==> src/rtl/audio_codec_serdes.sv <==
// rtl/audio_codec_serdes.sv - clock-master stereo serial audio transmitter/receiver
// Generates BCLK/LRCK, serialises playback samples and deserialises capture samples.
module audio_codec_serdes #(
   parameter int DATA_WIDTH = 16,
   parameter int SLOT_BITS  = 16,
   parameter int BCLK_DIV   = 4,
   parameter int MODE       = 0
) (
   input  logic                  clk,
   input  logic                  reset_n,
   input  logic [DATA_WIDTH-1:0] play_data_l,
   input  logic [DATA_WIDTH-1:0] play_data_r,
   input  logic                  play_valid,
   output logic                  play_ready,
   output logic [DATA_WIDTH-1:0] cap_data_l,
   output logic [DATA_WIDTH-1:0] cap_data_r,
   output logic                  cap_valid,
   output logic                  underrun,
   input  logic                  underrun_clr,
   output logic                  AUD_BCLK,
   output logic                  AUD_DACLRCK,
   output logic                  AUD_ADCLRCK,
   output logic                  AUD_DACDAT,
   input  logic                  AUD_ADCDAT
);

   localparam int BW  = $clog2(2 * BCLK_DIV);
   localparam int CW  = $clog2(2 * SLOT_BITS);
   localparam int PAD = SLOT_BITS - DATA_WIDTH - MODE;

   localparam logic [BW-1:0] BCLK_LAST = BW'(2 * BCLK_DIV - 1);
   localparam logic [BW-1:0] BCLK_RISE = BW'(BCLK_DIV - 1);
   localparam logic [BW-1:0] BCLK_HIGH = BW'(BCLK_DIV);
   localparam logic [CW-1:0] BIT_LAST  = CW'(2 * SLOT_BITS - 1);
   localparam logic [CW-1:0] SLOT_LEN  = CW'(SLOT_BITS);
   localparam logic [CW-1:0] FIRST_BIT = CW'(MODE);
   localparam logic [CW-1:0] DATA_LEN  = CW'(DATA_WIDTH);
   localparam logic          LEFT_LVL  = 1'(MODE == 0);

   if (SLOT_BITS < DATA_WIDTH + MODE || BCLK_DIV < 2 || DATA_WIDTH < 8 ||
       DATA_WIDTH > 32 || (MODE != 0 && MODE != 1)) begin : g_param_check
      $error("audio_codec_serdes: invalid parameter combination");
   end

   logic [BW-1:0]         bclk_cnt_q, bclk_cnt_d;
   logic [CW-1:0]         bit_cnt_q, bit_cnt_d;
   logic                  bclk_q, bclk_d;
   logic                  lrck_q, lrck_d;
   logic                  dacdat_q, dacdat_d;
   logic [DATA_WIDTH-1:0] tx_l_q, tx_l_d, tx_r_q, tx_r_d;
   logic [DATA_WIDTH-1:0] rx_l_q, rx_l_d, rx_r_q, rx_r_d;
   logic [DATA_WIDTH-1:0] cap_l_q, cap_l_d, cap_r_q, cap_r_d;
   logic                  cap_valid_q, cap_valid_d;
   logic                  underrun_q, underrun_d;

   logic                     bclk_wrap, frame_end, in_data;
   logic [CW-1:0]            slot_idx;
   logic [SLOT_BITS-1:0]     slot_l, slot_r;
   logic [2*SLOT_BITS-1:0]   frame_vec, frame_mask;

   always_comb begin
      bclk_wrap   = (bclk_cnt_q == BCLK_LAST);
      frame_end   = bclk_wrap && (bit_cnt_q == BIT_LAST);
      bclk_cnt_d  = bclk_wrap ? '0 : bclk_cnt_q + 1'b1;
      bit_cnt_d   = bit_cnt_q;
      if (bclk_wrap) begin
         bit_cnt_d = (bit_cnt_q == BIT_LAST) ? '0 : bit_cnt_q + 1'b1;
      end

      tx_l_d      = tx_l_q;
      tx_r_d      = tx_r_q;
      underrun_d  = underrun_q;
      if (underrun_clr) begin
         underrun_d = 1'b0;
      end
      // Set wins over a simultaneous clear, so the load sits after the clear.
      if (frame_end) begin
         if (play_valid) begin
            tx_l_d = play_data_l;
            tx_r_d = play_data_r;
         end else begin
            tx_l_d     = '0;
            tx_r_d     = '0;
            underrun_d = 1'b1;
         end
      end

      bclk_d = (bclk_cnt_d >= BCLK_HIGH);
      lrck_d = (bit_cnt_d < SLOT_LEN) ? LEFT_LVL : ~LEFT_LVL;

      // Slot image: MODE leading zeros, sample MSB first, trailing zero pad.
      slot_l     = SLOT_BITS'(tx_l_d) << PAD;
      slot_r     = SLOT_BITS'(tx_r_d) << PAD;
      frame_vec  = {slot_l, slot_r};
      frame_mask = '0;
      frame_mask[2*SLOT_BITS-1] = 1'b1;
      frame_mask = frame_mask >> bit_cnt_d;
      dacdat_d   = dacdat_q;
      if (bclk_wrap) begin
         dacdat_d = |(frame_vec & frame_mask);
      end

      slot_idx = (bit_cnt_q >= SLOT_LEN) ? bit_cnt_q - SLOT_LEN : bit_cnt_q;
      in_data  = ((slot_idx - FIRST_BIT) < DATA_LEN);
      rx_l_d   = rx_l_q;
      rx_r_d   = rx_r_q;
      if (bclk_cnt_q == BCLK_RISE && in_data) begin
         if (bit_cnt_q < SLOT_LEN) begin
            rx_l_d = {rx_l_q[DATA_WIDTH-2:0], AUD_ADCDAT};
         end else begin
            rx_r_d = {rx_r_q[DATA_WIDTH-2:0], AUD_ADCDAT};
         end
      end

      cap_l_d     = cap_l_q;
      cap_r_d     = cap_r_q;
      cap_valid_d = frame_end;
      if (frame_end) begin
         cap_l_d = rx_l_q;
         cap_r_d = rx_r_q;
      end
   end

   always_ff @(posedge clk) begin
      if (!reset_n) begin
         bclk_cnt_q  <= '0;
         bit_cnt_q   <= '0;
         bclk_q      <= 1'b0;
         lrck_q      <= LEFT_LVL;
         dacdat_q    <= 1'b0;
         tx_l_q      <= '0;
         tx_r_q      <= '0;
         rx_l_q      <= '0;
         rx_r_q      <= '0;
         cap_l_q     <= '0;
         cap_r_q     <= '0;
         cap_valid_q <= 1'b0;
         underrun_q  <= 1'b0;
      end else begin
         bclk_cnt_q  <= bclk_cnt_d;
         bit_cnt_q   <= bit_cnt_d;
         bclk_q      <= bclk_d;
         lrck_q      <= lrck_d;
         dacdat_q    <= dacdat_d;
         tx_l_q      <= tx_l_d;
         tx_r_q      <= tx_r_d;
         rx_l_q      <= rx_l_d;
         rx_r_q      <= rx_r_d;
         cap_l_q     <= cap_l_d;
         cap_r_q     <= cap_r_d;
         cap_valid_q <= cap_valid_d;
         underrun_q  <= underrun_d;
      end
   end

   assign play_ready  = frame_end;
   assign cap_data_l  = cap_l_q;
   assign cap_data_r  = cap_r_q;
   assign cap_valid   = cap_valid_q;
   assign underrun    = underrun_q;
   assign AUD_BCLK    = bclk_q;
   assign AUD_DACLRCK = lrck_q;
   assign AUD_ADCLRCK = lrck_q;
   assign AUD_DACDAT  = dacdat_q;

endmodule

==> config.mk <==
export PLATFORM = sky130hd
export DESIGN_NAME = audio_codec_serdes
export DESIGN_NICKNAME = d
export VERILOG_FILES = /design/src/rtl/audio_codec_serdes.sv
export SDC_FILE = /design/constraint.sdc
export NUM_CORES = 1
export LEC_CHECK = 0
export ABC_AREA = 1
export BUFFER_PORTS_ARGS = -buffer_cell sky130_fd_sc_hd__buf_4
export CAP_MARGIN = 25
export CORE_UTILIZATION = 39
export CTS_BUF_LIST = sky130_fd_sc_hd__clkbuf_16
export CTS_CLUSTER_DIAMETER = 150
export CTS_CLUSTER_SIZE = 14
export DETAILED_ROUTE_END_ITERATION = 7
export SYNTH_ARGS = -nofsm -noshare
export SYNTH_HDL_FRONTEND = slang
export SYNTH_SLANG_ARGS = --single-unit
==> constraint.sdc <==
create_clock -name clk -period 2.6 [get_ports clk]
set_clock_uncertainty 0.2 [all_clocks]
set_input_delay 0.13 -clock clk [delete_from_list [all_inputs] [get_ports clk]]
set_output_delay 0.13 -clock clk [all_outputs]
set_load 0.02 [all_outputs]
# Word level (Yosys, flattened, before mapping)
# Index checks and enable logic that the tools add are counted.
word_totals:
  elab_cells: 44
  register_bits: 109
  output_inout_bits: 39
  in_bits: 37
classes:
  add_sub_neg: 3
  mux: 12
  eq_ne: 3
  n_bitwise: 2
  reduce_logical: 5
  magnitude_cmp: 5
  n_shift: 1
op_table:
  columns: ["cell", "n"]
  rows:
  - ["two-way mux 16 bit", 4]
  - ["AND 32 bit", 1]
  - ["OR reduction 32 bit", 1]
  - [">> shifter 32 x 5 -> 32 bit (first input constant)", 1]
  - ["less-than comparator 5 bit (second input constant)", 3]
  - ["two-way mux 5 bit", 3]
  - ["adder 5 x 1 -> 5 bit (second input constant)", 1]
  - ["equality test 5 bit (second input constant)", 1]
  - ["greater-or-equal comparator 5 bit (second input constant)", 1]
  - ["subtractor 5 bit (second input constant)", 1]
  - ["two-way mux 1 bit", 4]
  - ["AND reduction 2 bit", 2]
  - ["adder 3 x 1 -> 3 bit (second input constant)", 1]
  - ["equality test 3 x 2 -> 1 bit (second input constant)", 1]
  - ["equality test 3 bit (second input constant)", 1]
  - ["greater-or-equal comparator 3 bit (second input constant)", 1]
  - ["two-way mux 3 bit", 1]
  - ["logical AND 1 bit", 2]
  - ["inverter 1 bit", 1]

# Logic depth before layout (Yosys ltp)
# Gate-level depths: netlist of the first run.
logic_depth:
  word_depth: 6
  mapped_depth: 18
  depth_no_buf: 18

# Worst setup path before layout of the first run
# OpenSTA, ideal clock, no wires.
synth_path:
  path_kind: "flip-flop to flip-flop"
  start: "register bit_cnt_q[1]"
  end: "register dacdat_q (netlist: AUD_DACDAT)"
  arrival_time_ns: 1.890
  synth_period_minus_slack_ns: 2.203
  setup_time_ns: 0.113
  path_buffers: 2
  slack_ns: 0.397
  path_stages_with_launch: 17
  t_required_ns: 2.287
  path_cell_list: "dfxtp_1 > ha_1 > nand2_1 > nor2_1 > ha_1 > nand2_2 > inv_2 > buf_6 > buf_6 > nor2_1 > a31o_2 > nand2_1 > nand3_1 > nor2_1 > nand3_1 > nand3_1 > nand2_1"
synth_via:
  elab_chain_len: 6
  elab_cells_between_ends: 10
  cone_classes: "add/sub (1); eq/ne (1); shift (1); mux (4); bitwise (1); reduce/logical (2)"
synth_lines:
  columns: ["item", "line", "text"]
  rows:
  - ["start, declared", "46", "logic [CW-1:0] bit_cnt_q, bit_cnt_d;"]
  - ["start signal, assigned", "141", "bit_cnt_q <= bit_cnt_d;"]
  - ["adder 5 x 1 -> 5 bit or equality test 5 bit (tied branches)", "67, 63", null]
  - ["two-way mux 5 bit", "67", "bit_cnt_d = (bit_cnt_q == BIT_LAST) ? '0 : bit_cnt_q + 1'b1;"]
  - ["two-way mux 5 bit", "66", "if (bclk_wrap) begin"]
  - [">> shifter 32 x 5 -> 32 bit", "97", "frame_mask = frame_mask >> bit_cnt_d;"]
  - ["AND 32 bit *", "100", "dacdat_d = |(frame_vec & frame_mask);"]
  - ["OR reduction 32 bit *", "100", null]
  - ["end signal, assigned", "144", "dacdat_q <= dacdat_d;"]
  - ["end, declared", "49", "logic dacdat_q, dacdat_d;"]
# Mark *: on every way between the ends. The rest lies on a longest branch, timed or not.
# A chain may end at the register's enable or synchronous reset.

# Worst setup path in the final report of the first run
layout_path:
  start: "register bit_cnt_q[0]"
  end: "register dacdat_q (netlist: AUD_DACDAT)"
# Same word-level chain as after synthesis.

==> implementation parameters, run 1 <==
Parameter                              Value

Run status
  Run status ... finished with violations
  Violations in the final reports ... negative hold slack

Worst setup path
  Slowest cell on the critical path ... sky130_fd_sc_hd__dfxtp_2
  Crit path largest cell delay ... 0.34 ns
  Data arrival time of the critical path ... 2.48 ns
  Top cell by count, worst path ... sky130_fd_sc_hd__nand2_1
  Maximum fanout count along the critical path ... 16
  Critical path required time ... 2.64 ns
  Setup crit start kind ... flip-flop
  Critical path, cell by cell ... ha_1 -> nand2_1 -> nor2_2 -> ha_1 -> nand2_2 -> inv_6 -> buf_12 -> nor2_2 -> nand2_2 -> nand2_1 -> nor2_2 -> nand2_1 -> nand3_1 -> nor2_1 -> nand3_1 -> nand3_1 -> nand2_1
  Critical path startpoint ... bit_cnt_q[0]
  Critical path start-end classification ... flip-flop to flip-flop
  Startpoint of the lowest-slack register-to-register path ... bit_cnt_q[0]
  Crit. End Element ... flip-flop

Finish
  Area growth from synthesis to layout ... 28.4%
  Fraction of final layout cells sized beyond drive strength 1 ... 19.1%
  Post-layout net count ... 770
  Final standard cell utilization of the core ... 51.4%
  Antenna cells ... 0
  Number of fill cells ... 1123
  Final std cell area, no fill ... 5840 um^2

Logic synthesis
  Total standard cell area after synthesis ... 4550 um^2
  Avg Cell Area, Syn ... 7.06 um^2
  Synthesized net count ... 687
  Netlist cell types ... 26
  Yosys reg bits ... 108
  YS warnings ... 0
  Sequential share of the synthesized area ... 47.5%
  Cell count after synthesis ... 644

STA
  Number of setup violations in the final report ... 0
  Final Cycle Share ... 94.1%
  FMAX ... 409 MHz
  Number of hold violations in the final report ... 1
  Setup TNS ... 0 ns
  Worst-Margin Slew ... 0.524 ns
  Minimum clock period after layout ... 2.45 ns
  Max_slew headroom ... 65.0%
  Slew Viols, Final ... 0
  Worst Hold Slack ... -0.00295 ns

Global route
  All-layer global routing usage ... 18.6%
  Wire length of the first global-routing pass ... 17.4 mm
  Largest net degree at the start of global routing ... 70
  Total overflow reported by the global router ... 0
  Number of antenna violations at the first check in global routing ... 0
  Via count of the first global-routing pass ... 3687

Die
  Initial standard-cell utilization of the core ... 40.0%
  Core Rows ... 39
  Number of I/O pins ... 76
  Height of the die ... 110 um
  Die span in x ... 110 um
  Core Footprint ... 11400 um^2
  Floorplan die area ... 12100 um^2

Clock tree
  Clock insertion delay at the later pin of the skew report ... 0.34 ns
  CTS tree ... built
  Buffer type at the clock tree root ... sky130_fd_sc_hd__clkbuf_16
  Clk buf depth ... 2
  Worst-path clk slew ... 0.08 ns
  TritonCTS sink count ... 108
  CTS H-tree depth ... 3
  CTS Buf Count ... 9

Hold path
  Path class of the lowest-slack min-delay path ... input port to flip-flop
  Start point of the worst min-delay path ... play_data_r[11]

Route
  Routed wirelength normalized by instance count ... 12.5 um
  Via count of the routed design ... 4189
  Final wirelength ... 10.9 mm
  Antenna violation net count after detailed routing ... 0
  Via density per instance ... 4.79
  1st-iter DRT viols ... 164
  Number of DRC violations after detailed routing ... 0
  DRT Pass-1 Iters ... 4

Placed design
  Number of buffers inserted by port buffering ... 75
  Placed instance area ... 5190 um^2
  Total half-perimeter wirelength after legalization and detailed placement ... 7.47 mm
  Weighted congestion at the end of routability-driven global placement ... 0.866

Pwr
  Overall power after layout ... 3.24 mW
  Worst voltage drop across the vdd grid ... 0.000385 V
  Pwr/cell area ... 555 nW/um^2
  Total leakage power ... 2.38 nW

Job
  Max-cap violations ... 0
-- worst max-delay path, delay by kind of cell (launching register included) --
family                   cells  cell delay (ns)
buffers and inverters        2             0.23
AND/OR/NAND/NOR             13             1.19
adder cells (fa/ha/maj)      2             0.39
flip-flops                   1             0.34
-- cell usage in the layout (no fill, tap or decap) --
cell type	n
sky130_fd_sc_hd__buf_12	2
sky130_fd_sc_hd__o21ai_0	81
sky130_fd_sc_hd__buf_4	83
sky130_fd_sc_hd__buf_8	2
sky130_fd_sc_hd__clkinv_1	2
sky130_fd_sc_hd__clkinv_4	3
sky130_fd_sc_hd__nand4_1	2
sky130_fd_sc_hd__ha_1	6
sky130_fd_sc_hd__nor2_1	197
sky130_fd_sc_hd__nor4_1	1
sky130_fd_sc_hd__o31ai_1	1
sky130_fd_sc_hd__nor3_1	1
sky130_fd_sc_hd__o21ai_1	2
sky130_fd_sc_hd__a31o_2	12
sky130_fd_sc_hd__inv_8	1
sky130_fd_sc_hd__dfxtp_2	2
sky130_fd_sc_hd__nor2_2	12
sky130_fd_sc_hd__nand3b_1	2
sky130_fd_sc_hd__nand2_2	5
sky130_fd_sc_hd__nand2_1	46
sky130_fd_sc_hd__dfxtp_1	106
sky130_fd_sc_hd__inv_2	1
sky130_fd_sc_hd__nand3_4	1
sky130_fd_sc_hd__o21ai_2	2
sky130_fd_sc_hd__inv_1	77
sky130_fd_sc_hd__nor2_4	1
sky130_fd_sc_hd__a21oi_1	2
sky130_fd_sc_hd__nand3_1	44
sky130_fd_sc_hd__bufinv_16	1
sky130_fd_sc_hd__inv_6	1
sky130_fd_sc_hd__clkbuf_16	11
sky130_fd_sc_hd__dlygate4sd3_1	20
sky130_fd_sc_hd__a31o_1	2
-- routing by layer --
layer	wire, um	part of all wire [%]	up-vias	global-route usage (%)
met2	5050	46	88	28.9
met1	5280	48	1911	25.8
met3	397	3.6	12	3.41
met5	0	0	-	0
li1	-	-	2178	-
met4	175	1.6	0	6.10
-- cells by family after synthesis --
logic type               synth area share, %
adder cells (fa/ha/maj)                 1.65
buffers and inverters                   10.5
AND/OR/NAND/NOR                         27.8
flip-flops                              47.5
AO/OA/AOI/OAI                           12.6
-- registers in the layout, indices dropped and copies added, names as in the netlist --
name         cells
cap_valid        1
tx_l_q          16
rx_r_q          16
bclk_cnt_q       3
AUD_DACDAT       1
underrun         1
bit_cnt_q        5
cap_data_r      16
cap_data_l      16
AUD_ADCLRCK      1
rx_l_q          16
tx_r_q          16
-- final cells by class --
class	instances	area, um^2	area share, %
clock inverter	7	75.1	1.28
multi-input combinational	420	1950	33.4
tap	143	179	3.06
timing repair buffer	109	943	16.1
sequential	108	2160	37.0
clock buffer	9	225	3.85
inverter	79	302	5.16
-- cells in the mapped netlist --
cell                         n  area share (%)
sky130_fd_sc_hd__a21oi_1     2            0.22
sky130_fd_sc_hd__a31o_1      2            0.39
sky130_fd_sc_hd__a31o_2     12             2.3
sky130_fd_sc_hd__buf_1       2            0.17
sky130_fd_sc_hd__buf_2       5            0.55
sky130_fd_sc_hd__buf_4       5            0.83
sky130_fd_sc_hd__buf_6       2            0.50
sky130_fd_sc_hd__clkbuf_1   23             1.9
sky130_fd_sc_hd__dfxtp_1   108              48
sky130_fd_sc_hd__ha_1        6             1.7
sky130_fd_sc_hd__inv_1      77             6.4
sky130_fd_sc_hd__inv_2       2            0.17
sky130_fd_sc_hd__nand2_1    50             4.1
sky130_fd_sc_hd__nand2_2     1            0.14
sky130_fd_sc_hd__nand3_1    44             4.8
sky130_fd_sc_hd__nand3_2     1            0.22
sky130_fd_sc_hd__nand3b_1    2            0.33
sky130_fd_sc_hd__nand4_1     2            0.27
sky130_fd_sc_hd__nor2_1    205              17
sky130_fd_sc_hd__nor2_2      5            0.69
sky130_fd_sc_hd__nor3_1      1            0.11
sky130_fd_sc_hd__nor4_1      1            0.14
sky130_fd_sc_hd__o21ai_0    81             8.9
sky130_fd_sc_hd__o21ai_1     2            0.22
sky130_fd_sc_hd__o21ai_2     2            0.39
sky130_fd_sc_hd__o31ai_1     1            0.17
-- per-stage QoR --
step / instances / setup WS, ns
finish: 875 / 0.153
global route: 875 / -0.00776
CTS: 870 / 0.000888
detailed placement: 834 / 0.0864
global placement: 834 / 0.105
floorplan: 644 / 0.397
-- timing repair --
| action | 4_1_cts | 5_1_grt |
|---|---|---|
| endpoints found under the setup margin | 1 | 2 |
| hold endpoints to repair | 21 | 0 |
| buffers inserted | 0 | 3 |
| gates cloned | 0 | 2 |
| resized for setup | 2 | 23 |
| pin swaps | 0 | 4 |
| hold buffers | 20 | 0 |
-- final timing paths --
check / endpoint / slack, ns / depth (start not counted)
setup / recovery: AUD_DACDAT / 0.15 / 17
hold / removal: tx_r_q[11] / -0.003 / 5
setup reg to reg: AUD_DACDAT / 0.15 / 17
hold reg to reg: bclk_cnt_q[0] / 0.23 / 1
-- where the power goes --
group	total, mW	internal, mW	switching (mW)
logic	0.175	0.0847	0.0901
clock network	1.38	0.753	0.630
registers	1.68	1.67	0.0124
Note: power is estimated with default switching activity, not from simulation.
==> run 2: changes to the inputs <==
--- a/config.mk
+++ b/config.mk
@@ -13,6 +13,9 @@
 export CTS_CLUSTER_DIAMETER = 150
 export CTS_CLUSTER_SIZE = 14
 export DETAILED_ROUTE_END_ITERATION = 7
+export GPL_ROUTABILITY_DRIVEN = 0
+export MAX_ROUTING_LAYER = met4
+export PLACE_DENSITY = 0.55
 export SYNTH_ARGS = -nofsm -noshare
 export SYNTH_HDL_FRONTEND = slang
 export SYNTH_SLANG_ARGS = --single-unit
==> run 2 against run 1 <==
  * The flow now finishes without violations
  * Count of clock-buffer cells in the layout unchanged
  * Maximum frequency increased by 2.4%
  * Via count decreased by 2.1%
  * Clock power decreased by 5%
  * Worst setup slack improved by 0.057 ns
  * Non-clock buffer count decreased by 1
  * Combinational power about the same
  * Core utilization decreased by 0.37 points
  * Sequential share of layout area increased by 0.25 points
  * Die area unchanged
  * Sequential cell count unchanged
  * First-iteration DRC count decreased by 13%
==> implementation parameters, run 2 (synthesis results as in run 1) <==
Parameter                              Value

Run status
  Run status ... finished clean (was finished with violations)

Clock tree
  Buffer type at the clock tree root ... sky130_fd_sc_hd__clkbuf_16 (unchanged)
  Clock insertion delay at the later pin of the skew report ... 0.35 ns (was 0.34 ns)
  CTS Buf Count ... 9 (unchanged)
  Worst-path clk slew ... 0.07 ns (was 0.08 ns)
  TritonCTS sink count ... 108 (unchanged)
  Clk buf depth ... 2 (unchanged)
  CTS tree ... built (unchanged)
  CTS H-tree depth ... 3 (unchanged)

STA
  Slew Viols, Final ... 0 (unchanged)
  Worst-Margin Slew ... 0.510 ns (was 0.524 ns)
  Number of hold violations in the final report ... 0 (was 1)
  Max_slew headroom ... 66.0% (was 65.0%)
  Minimum clock period after layout ... 2.39 ns (was 2.45 ns)
  Setup TNS ... 0 ns (unchanged)
  FMAX ... 418 MHz (was 409 MHz)
  Number of setup violations in the final report ... 0 (unchanged)
  Final Cycle Share ... 91.9% (was 94.1%)
  Unrepaired setup endpoints after global routing ... false

Pwr
  Worst voltage drop across the vdd grid ... 0.000363 V (was 0.000385 V)
  Pwr/cell area ... 546 nW/um^2 (was 555 nW/um^2)
  Total leakage power ... 2.36 nW (was 2.38 nW)

Finish
  Commonest non-fill, non-tap cell in the layout ... sky130_fd_sc_hd__nor2_1 (unchanged)
  Fraction of final layout cells sized beyond drive strength 1 ... 18.3% (was 19.1%)
  Area of the multi-input gates ... 1940 um^2 (was 1950 um^2)
  Leading cell types in the layout, fill and taps excluded ... sky130_fd_sc_hd__nor2_1 (203), sky130_fd_sc_hd__dfxtp_1 (107), sky130_fd_sc_hd__o21ai_0 (81), sky130_fd_sc_hd__buf_4 (81), sky130_fd_sc_hd__inv_1 (77) (was sky130_fd_sc_hd__nor2_1 (197), sky130_fd_sc_hd__dfxtp_1 (106), sky130_fd_sc_hd__buf_4 (83), sky130_fd_sc_hd__o21ai_0 (81), sky130_fd_sc_hd__inv_1 (77))
  Final standard cell utilization of the core ... 51.0% (was 51.4%)
  Final standard cell count with taps included and fillers excluded ... 874 (was 875)
  Antenna cells ... 0 (unchanged)
  Post-layout net count ... 769 (was 770)
  Number of fill cells ... 1174 (was 1123)
  Area of all sequential standard cells ... 2160 um^2 (about the same)
  Area growth from synthesis to layout ... 27.5% (was 28.4%)

Die
  Initial standard-cell utilization of the core ... 40.0% (unchanged)
  Die span in x ... 110 um (unchanged)
  Core Footprint ... 11400 um^2 (unchanged)
  Height of the die ... 110 um (unchanged)
  Floorplan die area ... 12100 um^2 (unchanged)
  Core Rows ... 39 (unchanged)
  Number of I/O pins ... 76 (unchanged)

Global route
  Number of antenna violations at the first check in global routing ... 0 (unchanged)
  Wire length of the first global-routing pass ... 17.0 mm (was 17.4 mm)
  Total overflow reported by the global router ... 0 (unchanged)
  Largest net degree at the start of global routing ... 70 (unchanged)
  Via count of the first global-routing pass ... 3728 (was 3687)
  All-layer global routing usage ... 18.7% (was 18.6%)

Worst setup path
  Critical path start-end classification ... flip-flop to flip-flop (unchanged)
  Data arrival time of the critical path ... 2.44 ns (was 2.48 ns)
  Critical path required time ... 2.65 ns (was 2.64 ns)
  Maximum fanout count along the critical path ... 17 (was 16)
  Crit. End Element ... flip-flop (unchanged)
  Setup crit start kind ... flip-flop (unchanged)

Hold path
  Path class of the lowest-slack min-delay path ... input port to flip-flop (unchanged)

Route
  Routed wirelength normalized by instance count ... 12.3 um (was 12.5 um)
  Number of DRC violations after detailed routing ... 0 (unchanged)
  Via count of the routed design ... 4099 (was 4189)
  Antenna violation net count after detailed routing ... 0 (unchanged)
  DRT Pass-1 Iters ... 4 (unchanged)
  Via density per instance ... 4.69 (was 4.79)
  Final wirelength ... 10.7 mm (was 10.9 mm)
  1st-iter DRT viols ... 142 (was 164)

Placed design
  Number of buffers inserted by port buffering ... 75 (unchanged)
  Cell count after placement ... 834 (unchanged)
  Total half-perimeter wirelength after legalization and detailed placement ... 7.18 mm (was 7.47 mm)

Job
  Max-cap violations ... 0 (unchanged)
## run 2: cell types whose count changed in the layout (fill, tap and decap cells not counted), sizes merged
cell	before	now
buf	87	84
bufinv	1	0
clkinv	5	3
clkinvlp	0	2
dlygate4sd3	20	22
inv	80	81
## run 2: layer usage
layer / track usage, % / part of all wire [%] / up-vias
met3: 2.65 / 2.9 / 9
met2: 28.7 / 46 / 54
met1: 24.7 / 50 / 1865
li1: - / - / 2171
met5: - / 0 / -
met4: 7.33 / 1.3 / 0
## run 2: metrics by stage
stage	hold slack [ns]	setup WS (ns)	power, mW	cell area (um^2)
global route	0.0397	0.00572	3.29	5800
CTS	0.0108	0.0850	3.22	5710
detailed placement	0.216	0.107	1.87	5200
finish	0.0178	0.210	3.17	5800
global placement	0.213	0.181	1.87	5200
floorplan	0.0962	0.397	1.80	4550
## run 2: repair_timing
action                     CTS  global route
hold buffers                22             0
gates resized for setup      0            13
hold endpoints to repair    23             0
setup endpoints to repair    0             1
setup buffers                0             0
## run 2: report_power, final
group | leakage [nW] | switching (mW) | total [mW] | internal [mW]
registers | 0.872 | 0.0129 | 1.68 | 1.67
clock network | 0.135 | 0.644 | 1.31 | 0.665
logic | 1.35 | 0.0877 | 0.173 | 0.0850
total | 2.36 | 0.745 | 3.17 | 2.42
## run 2: path summary, 6_finish.rpt
kind / startpoint / end / slack (ns) / depth (start not counted)
worst min-delay path: play_data_r[13] / tx_r_q[13] / 0.02 / 5
worst min register to register: bclk_cnt_q[0] / bclk_cnt_q[0] / 0.23 / 1
worst max register to register: bit_cnt_q[0] / AUD_DACDAT / 0.21 / 17
worst max-delay path: bit_cnt_q[0] / AUD_DACDAT / 0.21 / 17
## run 2: area by class of cell
class / instances / area share, %
clock buffers: 9 / 3.88
clock inverters: 7 / 1.08
inverters: 79 / 5.20
multi-input cells: 420 / 33.4
flip-flops and latches: 108 / 37.3
well taps: 143 / 3.08
repair buffers: 108 / 16.0
## run 2: worst max-delay path, cell delays in order (launching register included)
cell and delay (ns):
sky130_fd_sc_hd__dfxtp_1 0.34, sky130_fd_sc_hd__ha_1 0.22, sky130_fd_sc_hd__nand2_2 0.08, sky130_fd_sc_hd__nor2_2 0.04
sky130_fd_sc_hd__ha_1 0.18, sky130_fd_sc_hd__nand2_2 0.12, sky130_fd_sc_hd__inv_6 0.07, sky130_fd_sc_hd__buf_12 0.15
sky130_fd_sc_hd__nor2_1 0.11, sky130_fd_sc_hd__nand2_2 0.13, sky130_fd_sc_hd__nand2_2 0.11, sky130_fd_sc_hd__nor2_1 0.06
sky130_fd_sc_hd__nand2_1 0.07, sky130_fd_sc_hd__nand3_1 0.07, sky130_fd_sc_hd__nor2_1 0.11, sky130_fd_sc_hd__nand3_1 0.08
sky130_fd_sc_hd__nand3_1 0.09, sky130_fd_sc_hd__nand2_1 0.05
